===== config.mk =====
export PLATFORM = sky130hd
export DESIGN_NAME = biriscv_inst_encoder
export DESIGN_NICKNAME = d
export VERILOG_FILES = /design/src/rtl/biriscv_inst_encoder.sv
export SDC_FILE = /design/constraint.sdc
export NUM_CORES = 1
export LEC_CHECK = 0
export ABC_AREA = 1
export BUFFER_PORTS_ARGS = -buffer_cell sky130_fd_sc_hd__buf_2
export CAP_MARGIN = 20
export CORE_ASPECT_RATIO = 1.4
export CORE_UTILIZATION = 49
export CTS_BUF_LIST = sky130_fd_sc_hd__clkbuf_8
export CTS_CLUSTER_SIZE = 10
export DETAILED_ROUTE_END_ITERATION = 10
export PLACE_DENSITY = 0.77
export SYNTH_ARGS = -nofsm -noshare
export SYNTH_HDL_FRONTEND = slang
export SYNTH_SLANG_ARGS = --single-unit

===== constraint.sdc =====
create_clock -name clk_i -period 12.23 [get_ports clk_i]
set_input_delay 0.6115 -clock clk_i [delete_from_list [all_inputs] [get_ports clk_i]]
set_output_delay 0.6115 -clock clk_i [all_outputs]
set_load 0.005 [all_outputs]

===== src/rtl/biriscv_inst_encoder.sv =====
// Builds legal RV32I opcode words from an op class plus register/immediate fields,
// expands LI into LUI+ADDI and buffers results in a 2-entry first-word-registered FIFO.
module biriscv_inst_encoder #(
  parameter int CNT_W = 16
) (
  input  logic             clk_i,
  input  logic             rst_ni,
  input  logic             req_valid_i,
  output logic             req_ready_o,
  input  logic [3:0]       req_op_i,
  input  logic [4:0]       req_rd_i,
  input  logic [4:0]       req_rs1_i,
  input  logic [4:0]       req_rs2_i,
  input  logic [31:0]      req_imm_i,
  output logic             out_valid_o,
  output logic [31:0]      out_opcode_o,
  input  logic             out_accept_i,
  output logic             err_o,
  output logic [CNT_W-1:0] enc_count_o
);

  typedef enum logic [3:0] {
    OP_ADD   = 4'd0,
    OP_SUB   = 4'd1,
    OP_AND   = 4'd2,
    OP_OR    = 4'd3,
    OP_XOR   = 4'd4,
    OP_SLL   = 4'd5,
    OP_SRL   = 4'd6,
    OP_SRA   = 4'd7,
    OP_ADDI  = 4'd8,
    OP_LUI   = 4'd9,
    OP_LW    = 4'd10,
    OP_SW    = 4'd11,
    OP_BEQ   = 4'd12,
    OP_JAL   = 4'd13,
    OP_LI    = 4'd14,
    OP_CSRRW = 4'd15
  } op_e;

  typedef enum logic {
    ST_IDLE,
    ST_LI_LO
  } state_e;

  localparam logic [6:0] OPC_OP     = 7'b0110011;
  localparam logic [6:0] OPC_OPIMM  = 7'b0010011;
  localparam logic [6:0] OPC_LOAD   = 7'b0000011;
  localparam logic [6:0] OPC_STORE  = 7'b0100011;
  localparam logic [6:0] OPC_BRANCH = 7'b1100011;
  localparam logic [6:0] OPC_JAL    = 7'b1101111;
  localparam logic [6:0] OPC_LUI    = 7'b0110111;
  localparam logic [6:0] OPC_SYSTEM = 7'b1110011;

  localparam logic [6:0] F7_BASE = 7'h00;
  localparam logic [6:0] F7_ALT  = 7'h20;

  function automatic logic [31:0] enc_r(input logic [6:0] f7, input logic [4:0] rs2,
                                        input logic [4:0] rs1, input logic [2:0] f3,
                                        input logic [4:0] rd);
    return {f7, rs2, rs1, f3, rd, OPC_OP};
  endfunction

  function automatic logic [31:0] enc_i(input logic [11:0] imm, input logic [4:0] rs1,
                                        input logic [2:0] f3, input logic [4:0] rd,
                                        input logic [6:0] opc);
    return {imm, rs1, f3, rd, opc};
  endfunction

  op_e               op;
  state_e            state_reg, state_next;
  logic [31:0]       fifo_mem_reg [2];
  logic              wr_ptr_reg, rd_ptr_reg;
  logic [1:0]        count_reg, count_next;
  logic              err_reg, err_next;
  logic [CNT_W-1:0]  enc_count_reg;
  logic [11:0]       li_lo_reg;
  logic [4:0]        li_rd_reg;

  logic [31:0]       enc_word;
  logic              enc_ok;
  logic              li_split;
  logic              fits_s12, fits_b, fits_j;
  logic [19:0]       li_hi;
  logic              pop, accept, push;
  logic [31:0]       push_word;
  logic [1:0]        slot_we;

  assign op = op_e'(req_op_i);

  // Range predicates: upper bits must all equal the sign bit of the field.
  assign fits_s12 = (req_imm_i[31:11] == '0) || (req_imm_i[31:11] == '1);
  assign fits_b   = !req_imm_i[0] && ((req_imm_i[31:12] == '0) || (req_imm_i[31:12] == '1));
  assign fits_j   = !req_imm_i[0] && ((req_imm_i[31:20] == '0) || (req_imm_i[31:20] == '1));

  // (imm + 0x800) >> 12 without a 32-bit adder: round the upper field by bit 11.
  assign li_hi = req_imm_i[31:12] + {19'd0, req_imm_i[11]};

  always_comb begin
    enc_word = '0;
    enc_ok   = 1'b1;
    li_split = 1'b0;
    case (op)
      OP_ADD:  enc_word = enc_r(F7_BASE, req_rs2_i, req_rs1_i, 3'b000, req_rd_i);
      OP_SUB:  enc_word = enc_r(F7_ALT,  req_rs2_i, req_rs1_i, 3'b000, req_rd_i);
      OP_AND:  enc_word = enc_r(F7_BASE, req_rs2_i, req_rs1_i, 3'b111, req_rd_i);
      OP_OR:   enc_word = enc_r(F7_BASE, req_rs2_i, req_rs1_i, 3'b110, req_rd_i);
      OP_XOR:  enc_word = enc_r(F7_BASE, req_rs2_i, req_rs1_i, 3'b100, req_rd_i);
      OP_SLL:  enc_word = enc_r(F7_BASE, req_rs2_i, req_rs1_i, 3'b001, req_rd_i);
      OP_SRL:  enc_word = enc_r(F7_BASE, req_rs2_i, req_rs1_i, 3'b101, req_rd_i);
      OP_SRA:  enc_word = enc_r(F7_ALT,  req_rs2_i, req_rs1_i, 3'b101, req_rd_i);
      OP_ADDI: begin
        enc_word = enc_i(req_imm_i[11:0], req_rs1_i, 3'b000, req_rd_i, OPC_OPIMM);
        enc_ok   = fits_s12;
      end
      OP_LUI: begin
        enc_word = {req_imm_i[31:12], req_rd_i, OPC_LUI};
        enc_ok   = (req_imm_i[11:0] == 12'd0);
      end
      OP_LW: begin
        enc_word = enc_i(req_imm_i[11:0], req_rs1_i, 3'b010, req_rd_i, OPC_LOAD);
        enc_ok   = fits_s12;
      end
      OP_SW: begin
        enc_word = {req_imm_i[11:5], req_rs2_i, req_rs1_i, 3'b010, req_imm_i[4:0], OPC_STORE};
        enc_ok   = fits_s12;
      end
      OP_BEQ: begin
        enc_word = {req_imm_i[12], req_imm_i[10:5], req_rs2_i, req_rs1_i, 3'b000,
                    req_imm_i[4:1], req_imm_i[11], OPC_BRANCH};
        enc_ok   = fits_b;
      end
      OP_JAL: begin
        enc_word = {req_imm_i[20], req_imm_i[10:1], req_imm_i[11], req_imm_i[19:12],
                    req_rd_i, OPC_JAL};
        enc_ok   = fits_j;
      end
      OP_LI: begin
        if (fits_s12) begin
          enc_word = enc_i(req_imm_i[11:0], 5'd0, 3'b000, req_rd_i, OPC_OPIMM);
        end else begin
          enc_word = {li_hi, req_rd_i, OPC_LUI};
          li_split = (req_imm_i[11:0] != 12'd0);
        end
      end
      OP_CSRRW: begin
        enc_word = enc_i(req_imm_i[11:0], req_rs1_i, 3'b001, req_rd_i, OPC_SYSTEM);
        enc_ok   = (req_imm_i[31:12] == 20'd0);
      end
      default: enc_word = '0;
    endcase
  end

  // Accept only when every word the request can produce already has a slot.
  assign pop         = out_accept_i && (count_reg != 2'd0);
  assign req_ready_o = (state_reg == ST_IDLE) &&
                       ((count_reg == 2'd0) || ((count_reg == 2'd1) && pop));
  assign accept      = req_valid_i && req_ready_o;

  always_comb begin
    state_next = state_reg;
    push       = 1'b0;
    push_word  = enc_word;
    err_next   = 1'b0;
    case (state_reg)
      ST_LI_LO: begin
        push       = 1'b1;
        push_word  = enc_i(li_lo_reg, li_rd_reg, 3'b000, li_rd_reg, OPC_OPIMM);
        state_next = ST_IDLE;
      end
      default: begin
        if (accept) begin
          if (enc_ok) begin
            push = 1'b1;
          end else begin
            err_next = 1'b1;
          end
          if (li_split) begin
            state_next = ST_LI_LO;
          end
        end
      end
    endcase
  end

  assign count_next = count_reg + {1'b0, push} - {1'b0, pop};

  genvar gi;
  generate
    for (gi = 0; gi < 2; gi++) begin : g_slot_we
      assign slot_we[gi] = push && (wr_ptr_reg == 1'(gi));
    end
  endgenerate

  always_ff @(posedge clk_i) begin
    if (!rst_ni) begin
      for (int i = 0; i < 2; i++) begin
        fifo_mem_reg[i] <= '0;
      end
    end else begin
      for (int i = 0; i < 2; i++) begin
        if (slot_we[i]) begin
          fifo_mem_reg[i] <= push_word;
        end
      end
    end
  end

  always_ff @(posedge clk_i) begin
    if (!rst_ni) begin
      state_reg     <= ST_IDLE;
      count_reg     <= 2'd0;
      wr_ptr_reg    <= 1'b0;
      rd_ptr_reg    <= 1'b0;
      err_reg       <= 1'b0;
      enc_count_reg <= '0;
      li_lo_reg     <= '0;
      li_rd_reg     <= '0;
    end else begin
      state_reg <= state_next;
      count_reg <= count_next;
      err_reg   <= err_next;
      if (push) begin
        wr_ptr_reg    <= ~wr_ptr_reg;
        enc_count_reg <= enc_count_reg + CNT_W'(1);
      end
      if (pop) begin
        rd_ptr_reg <= ~rd_ptr_reg;
      end
      if (accept && li_split) begin
        li_lo_reg <= req_imm_i[11:0];
        li_rd_reg <= req_rd_i;
      end
    end
  end

  assign out_valid_o  = (count_reg != 2'd0);
  assign out_opcode_o = fifo_mem_reg[rd_ptr_reg];
  assign err_o        = err_reg;
  assign enc_count_o  = enc_count_reg;

endmodule


# [Yosys cells after proc, flatten, opt, wreduce, memory -nomap -nowiden]
# Memories as Yosys holds them, arrays and structs flattened. A register that Yosys moved wholly into a read port is not among the register bits.
# Cells that the tools add are included.
[classes] n_shift=0 reduce_logical=24 n_mux=22 magnitude_cmp=0 multipliers=0 n_bitwise=7 n_eq_ne=19 add_sub_neg=4 div_mod_pow=0
[op_table] cell="$pmux 32 s16" n=1
[op_table] cell="$mux 32" n=4
[op_table] cell="$eq 4x4->1 const B" n=8
[op_table] cell="$logic_not 12->1" n=2
[op_table] cell="$eq 21x21->1 const B" n=1
[op_table] cell="$logic_not 21->1" n=1
[op_table] cell="$add 20x1->20" n=1
[op_table] cell="$eq 20x20->1 const B" n=1
[op_table] cell="$logic_not 20->1" n=1
[op_table] cell="$add 16x1->16 const B" n=1
[op_table] cell="$eq 4x3->1 const B" n=4
[op_table] cell="$mux 1" n=16
[op_table] cell="$eq 12x12->1 const B" n=1
[op_table] cell="$reduce_bool 12->1" n=1
[op_table] cell="$logic_and 1x1->1" n=9
[op_table] cell="$eq 4x2->1 const B" n=2
[op_table] cell="$reduce_or 3->1" n=2
[op_table] cell="$not 1->1" n=5
[op_table] cell="$pmux 1 s5" n=1
[op_table] cell="$eq 4x1->1 const B" n=1
[op_table] cell="$logic_not 4->1" n=1
[op_table] cell="$logic_or 1x1->1" n=4
[op_table] cell="$add 2x1->2" n=1
[op_table] cell="$eq 2x1->1 const B" n=1
[op_table] cell="other kinds (5)" n=6
[totals] regBits=39 romBits=0 memories=1 out_inout_bits=51 ram_bits=64 latch_bits=0
[mem_list] name="fifo_mem_reg" words=2 width=32 read_ports=1 rd_ports_with_merged_regs=1 write_ports=2 line="72" text="logic [31:0] fifo_mem_reg [2];"

# [Logic depth before layout (Yosys ltp)]
[depth] ltp_word=13 mapped_depth=18 depth_no_buf=18

# [Least setup slack after synthesis]
# No wires, ideal clock.
[synth_timing] path_type="input-to-reg" from="input req_imm_i[11]" to="memory fifo_mem_reg[0][10], enable pin" setup_time_ps=462 n_path_buf=0 t_arrival_ps=3974 path_stages=13 slack_ps=7794 cell_sequence="ha_1 nand3_2 inv_2 nand2_4 nor2_8 nand3_4 nand2_2 nand2_2 nand3_2 nand2_4 nand2_8 inv_1 o21ai_0"
[synth_rtl] item="start: declaration" line="14" text="input logic [31:0] req_imm_i,"
[synth_rtl] item="end: declaration" line="72"

# [Worst setup path in the final report]
[layout_timing] from="input req_op_i[3]" to="register count_reg[1]"
[layout_between] elab_chain_len=8 word_cells_on_any_way=14 cone_classes="add/sub: 2; eq/ne: 7; mux: 4; reduce/logical: 1"
[layout_rtl] item="start: declaration" line="10" text="input logic [3:0] req_op_i,"
[layout_rtl] item="$eq 4x4->1" line="103" text="case (op)"
[layout_rtl] item="$reduce_or 3->1 (no line)"
[layout_rtl] item="$pmux 1 s5 *" line="103"
[layout_rtl] item="$mux 1 *" line="173" text="if (enc_ok) begin"
[layout_rtl] item="$mux 1 *" line="172" text="if (accept) begin"
[layout_rtl] item="$mux 1 *" line="165" text="case (state_reg)"
[layout_rtl] item="$add 2x1->2 *" line="186" text="assign count_next = count_reg + {1'b0, push} - {1'b0, pop};"
[layout_rtl] item="$sub 2x1->2 *" line="186"
[layout_rtl] item="end signal: assignment" line="221" text="count_reg <= count_next;"
[layout_rtl] item="end: declaration" line="74" text="logic [1:0] count_reg, count_next;"
# Every way passes the cells marked *; elsewhere a longest branch is shown, timed or not.
# A chain may end at the register's enable or synchronous reset.

==> results.py <==
metrics = {
    "status": {
        "status": "finished, violations left",
        "violations": "DRC",
    },
    "placed_design": {
        "placed_cell_area_um2": 6890,
        "place_ws_ns": 9.02,
        "dp_hpwl_mm": 12.5,
        "place_congestion": 0.973,
        "io_buffers": 105,
    },
    "worst_setup_path": {
        "slowest_stage": "inv_2",
        "crit_path_end_kind": "flip-flop",
        "worstPathMaxFanout": 19,
        "startpoint_type": "input port",
        "arrival_ns": 3.15,
        "cp.required_ns": 12.55,
        "ff2ff_path_depth": 8,
        "crit_type": "in -> reg",
        "max_stage_delay_ns": 0.28,
        "path_cells": "buf_2, inv_2, nor2_4, nand2_4, clkinv_2, nand3_1, nand2_1, nor2_1, nand3_2, nand2_4, nand2_8, inv_1, ha_1, inv_1, ha_1, xor2_1, o21ai_0, a21oi_1",
    },
    "timing": {
        "setup_violations": 0,
        "slew_viol_final": 0,
        "clock.fmax_mhz": 353,
        "period_minus_slack_ns": 2.84,
        "rsz0062_at_grt": "false",
        "relSlewSlack_pct": 48.3,
        "finalHoldViolations": 0,
        "holdWs_ns": 0.471,
        "post-route-period-util_pct": 23.2,
        "tightestPinTransition_ns": 0.774,
        "skew_ns": 0.00870,
        "setup_ws_ns": 9.39,
        "fin_tns_setup_ns": 0,
    },
    "clock_tree": {
        "cts_inserted_buffers": 9,
        "clk_latency_ns": 0.38,
        "tritoncts": "done",
        "clock_path_buffers": 2,
        "clkTransAtPathRegs_ns": 0.10,
        "ctsHoldBuffers": 0,
        "ctsResizeCount": 0,
        "root_buffer": "clkbuf_8",
        "htree_levels": 3,
        "postCtsSetupBuffers": 0,
        "cts.sinks": 102,
    },
    "power": {
        "power.density_nw_per_um2": 122,
        "p_seq_share_pct": 48.8,
        "clkPwrFrac_pct": 23.8,
        "peakVddDrop_v": 0.0000617,
        "p_switching_uw": 275,
        "comb_power_share_pct": 27.4,
        "p_int_uw": 588,
        "p_leak_nw": 3.09,
        "swShare_pct": 31.8,
    },
    "grt": {
        "first_global_vias": 5263,
        "grt.total_usage_pct": 25.7,
        "grt_max_degree": 34,
        "grt_pass1_wl_mm": 26.7,
        "grt_overflow": 0,
        "antenna_found_initial": 0,
    },
    "die": {
        "core_area_um2": 12400,
        "die-area_um2": 13300,
        "die_w_um": 97.7,
        "pin_count": 106,
        "rows": 48,
        "die_h_um": 136,
        "start_util_pct": 50.5,
    },
    "yosys": {
        "ys_async_sr_fraction_pct": 0,
        "synth_warnings": 0,
        "ys_seq_elements": 102,
        "synth.area.top_cells": "edfxtp_1, dfxtp_1, nand2_1",
        "netlist.top_cell.by_area": "edfxtp_1",
        "synth-edff-count": 62,
        "synth.distinct_cells": 45,
        "ys.flop_type": "edfxtp_1",
        "syn_area_um2": 6280,
        "ys_seq_area_share_pct": 42.4,
        "synth_top_area_share_pct": 29.7,
        "synth_area_per_cell_um2": 8.16,
        "syn-num-nets": 830,
        "synthCells": 769,
    },
    "finish": {
        "final_common_cell": "nand2_1",
        "fillers": 1192,
        "finalNetCount": 927,
        "antenna_cells": 0,
        "largest_register_ffs": 62,
        "layout-drive-gt1-share_pct": 23.2,
        "design_area_um2": 7080,
        "area_delta_synth_final_pct": 12.8,
        "utilization_pct": 57.0,
        "final_cell_mix": "nand2_1, buf_2, nor2_1, inv_1, nand3_1",
    },
    "route": {
        "dr.pass1.iters": 9,
        "wl_per_cell_um": 16.1,
        "viasPerCell": 5.57,
        "route.detailed.drc": 10,
        "drt_wl_total_mm": 16.5,
        "drt-initial-drc-count": 626,
        "vias": 5691,
        "postRouteAntennaNets": 0,
    },
    "worst_hold_path": {
        "whs_path_depth": 1,
        "hold_class": "reg -> reg",
    },
    "run": {
        "max-cap-violations": 0,
    },
}
==> cell usage after synthesis (6+ instances only) <==
cell and instances:
o21ai_0 29, nand3_1 64, xor2_1 24, dfxtp_1 40
nand2_1 161, nor2_1 104, inv_1 72, a21oi_1 46
nand4_1 10, ha_1 6, nor3_1 12, mux2_2 31
edfxtp_1 62, nor2_4 10, clkbuf_1 9
==> layer usage <==
metal,global-route usage (%),routed length [um],vias up
li1,-,-,2788
met1,31.6,6530,2617
met2,44.4,8240,250
met3,4.78,1270,36
met4,10.6,425,0
met5,0,0,-
==> logic make-up (layout without fill, tap and decap cells) <==
kind of cell | after synthesis | count (layout) | share of synthesized area, %
AO/OA/AOI/OAI | 105 | 105 | 10.3
XOR/XNOR | 26 | 26 | 3.63
adder cells (fa/ha/maj) | 6 | 6 | 1.20
buffers and inverters | 101 | 203 | 6.88
flip-flops | 102 | 102 | 42.4
multiplexers | 31 | 31 | 5.56
AND/OR/NAND/NOR | 398 | 398 | 30.0
==> path summary, 6_finish.rpt <==
check | start | to | slack (ns)
worst min register to register | rd_ptr_reg | rd_ptr_reg | 0.47
worst min-delay path | rd_ptr_reg | rd_ptr_reg | 0.47
worst max register to register | state_reg | li_lo_reg[8] | 9.65
worst max-delay path | req_op_i[3] | count_reg[1] | 9.39
==> layout make-up <==
class                   count  area, um^2  area share, %
multi-input cells         566        3190           45.0
flip-flops and latches    102        2660           37.6
repair buffers            110         563           7.95
inverters                  77         290           4.10
well taps                 150         188           2.65
clock buffers              10         138           1.94
clock inverters             6        53.8          0.760
==> critical path: cells and delay by family <==
kind,cells,cell delay (ns)
compound gates,2,0.24
xor+xnor,1,0.17
fa+ha+maj,2,0.39
buf+inv,5,0.76
simple gates,8,0.98
==> power by group through the flow <==
stage | logic, mW | clock network [mW] | registers [mW]
floorplan | 0.158 | 0 | 0.428
global placement | 0.236 | 0 | 0.427
detailed placement | 0.237 | 0 | 0.429
CTS | 0.239 | 0.210 | 0.422
global route | 0.262 | 0.222 | 0.426
finish | 0.237 | 0.206 | 0.421
==> through the flow <==
| step | power (mW) | instances |
|---|---|---|
| after CTS | 0.870 | 1021 |
| after floorplan | 0.585 | 769 |
| after global routing | 0.910 | 1021 |
| after detailed placement | 0.667 | 1005 |
| after global placement | 0.663 | 1005 |
| final | 0.863 | 1021 |
No activity file was read; power rests on OpenSTA's default activity.
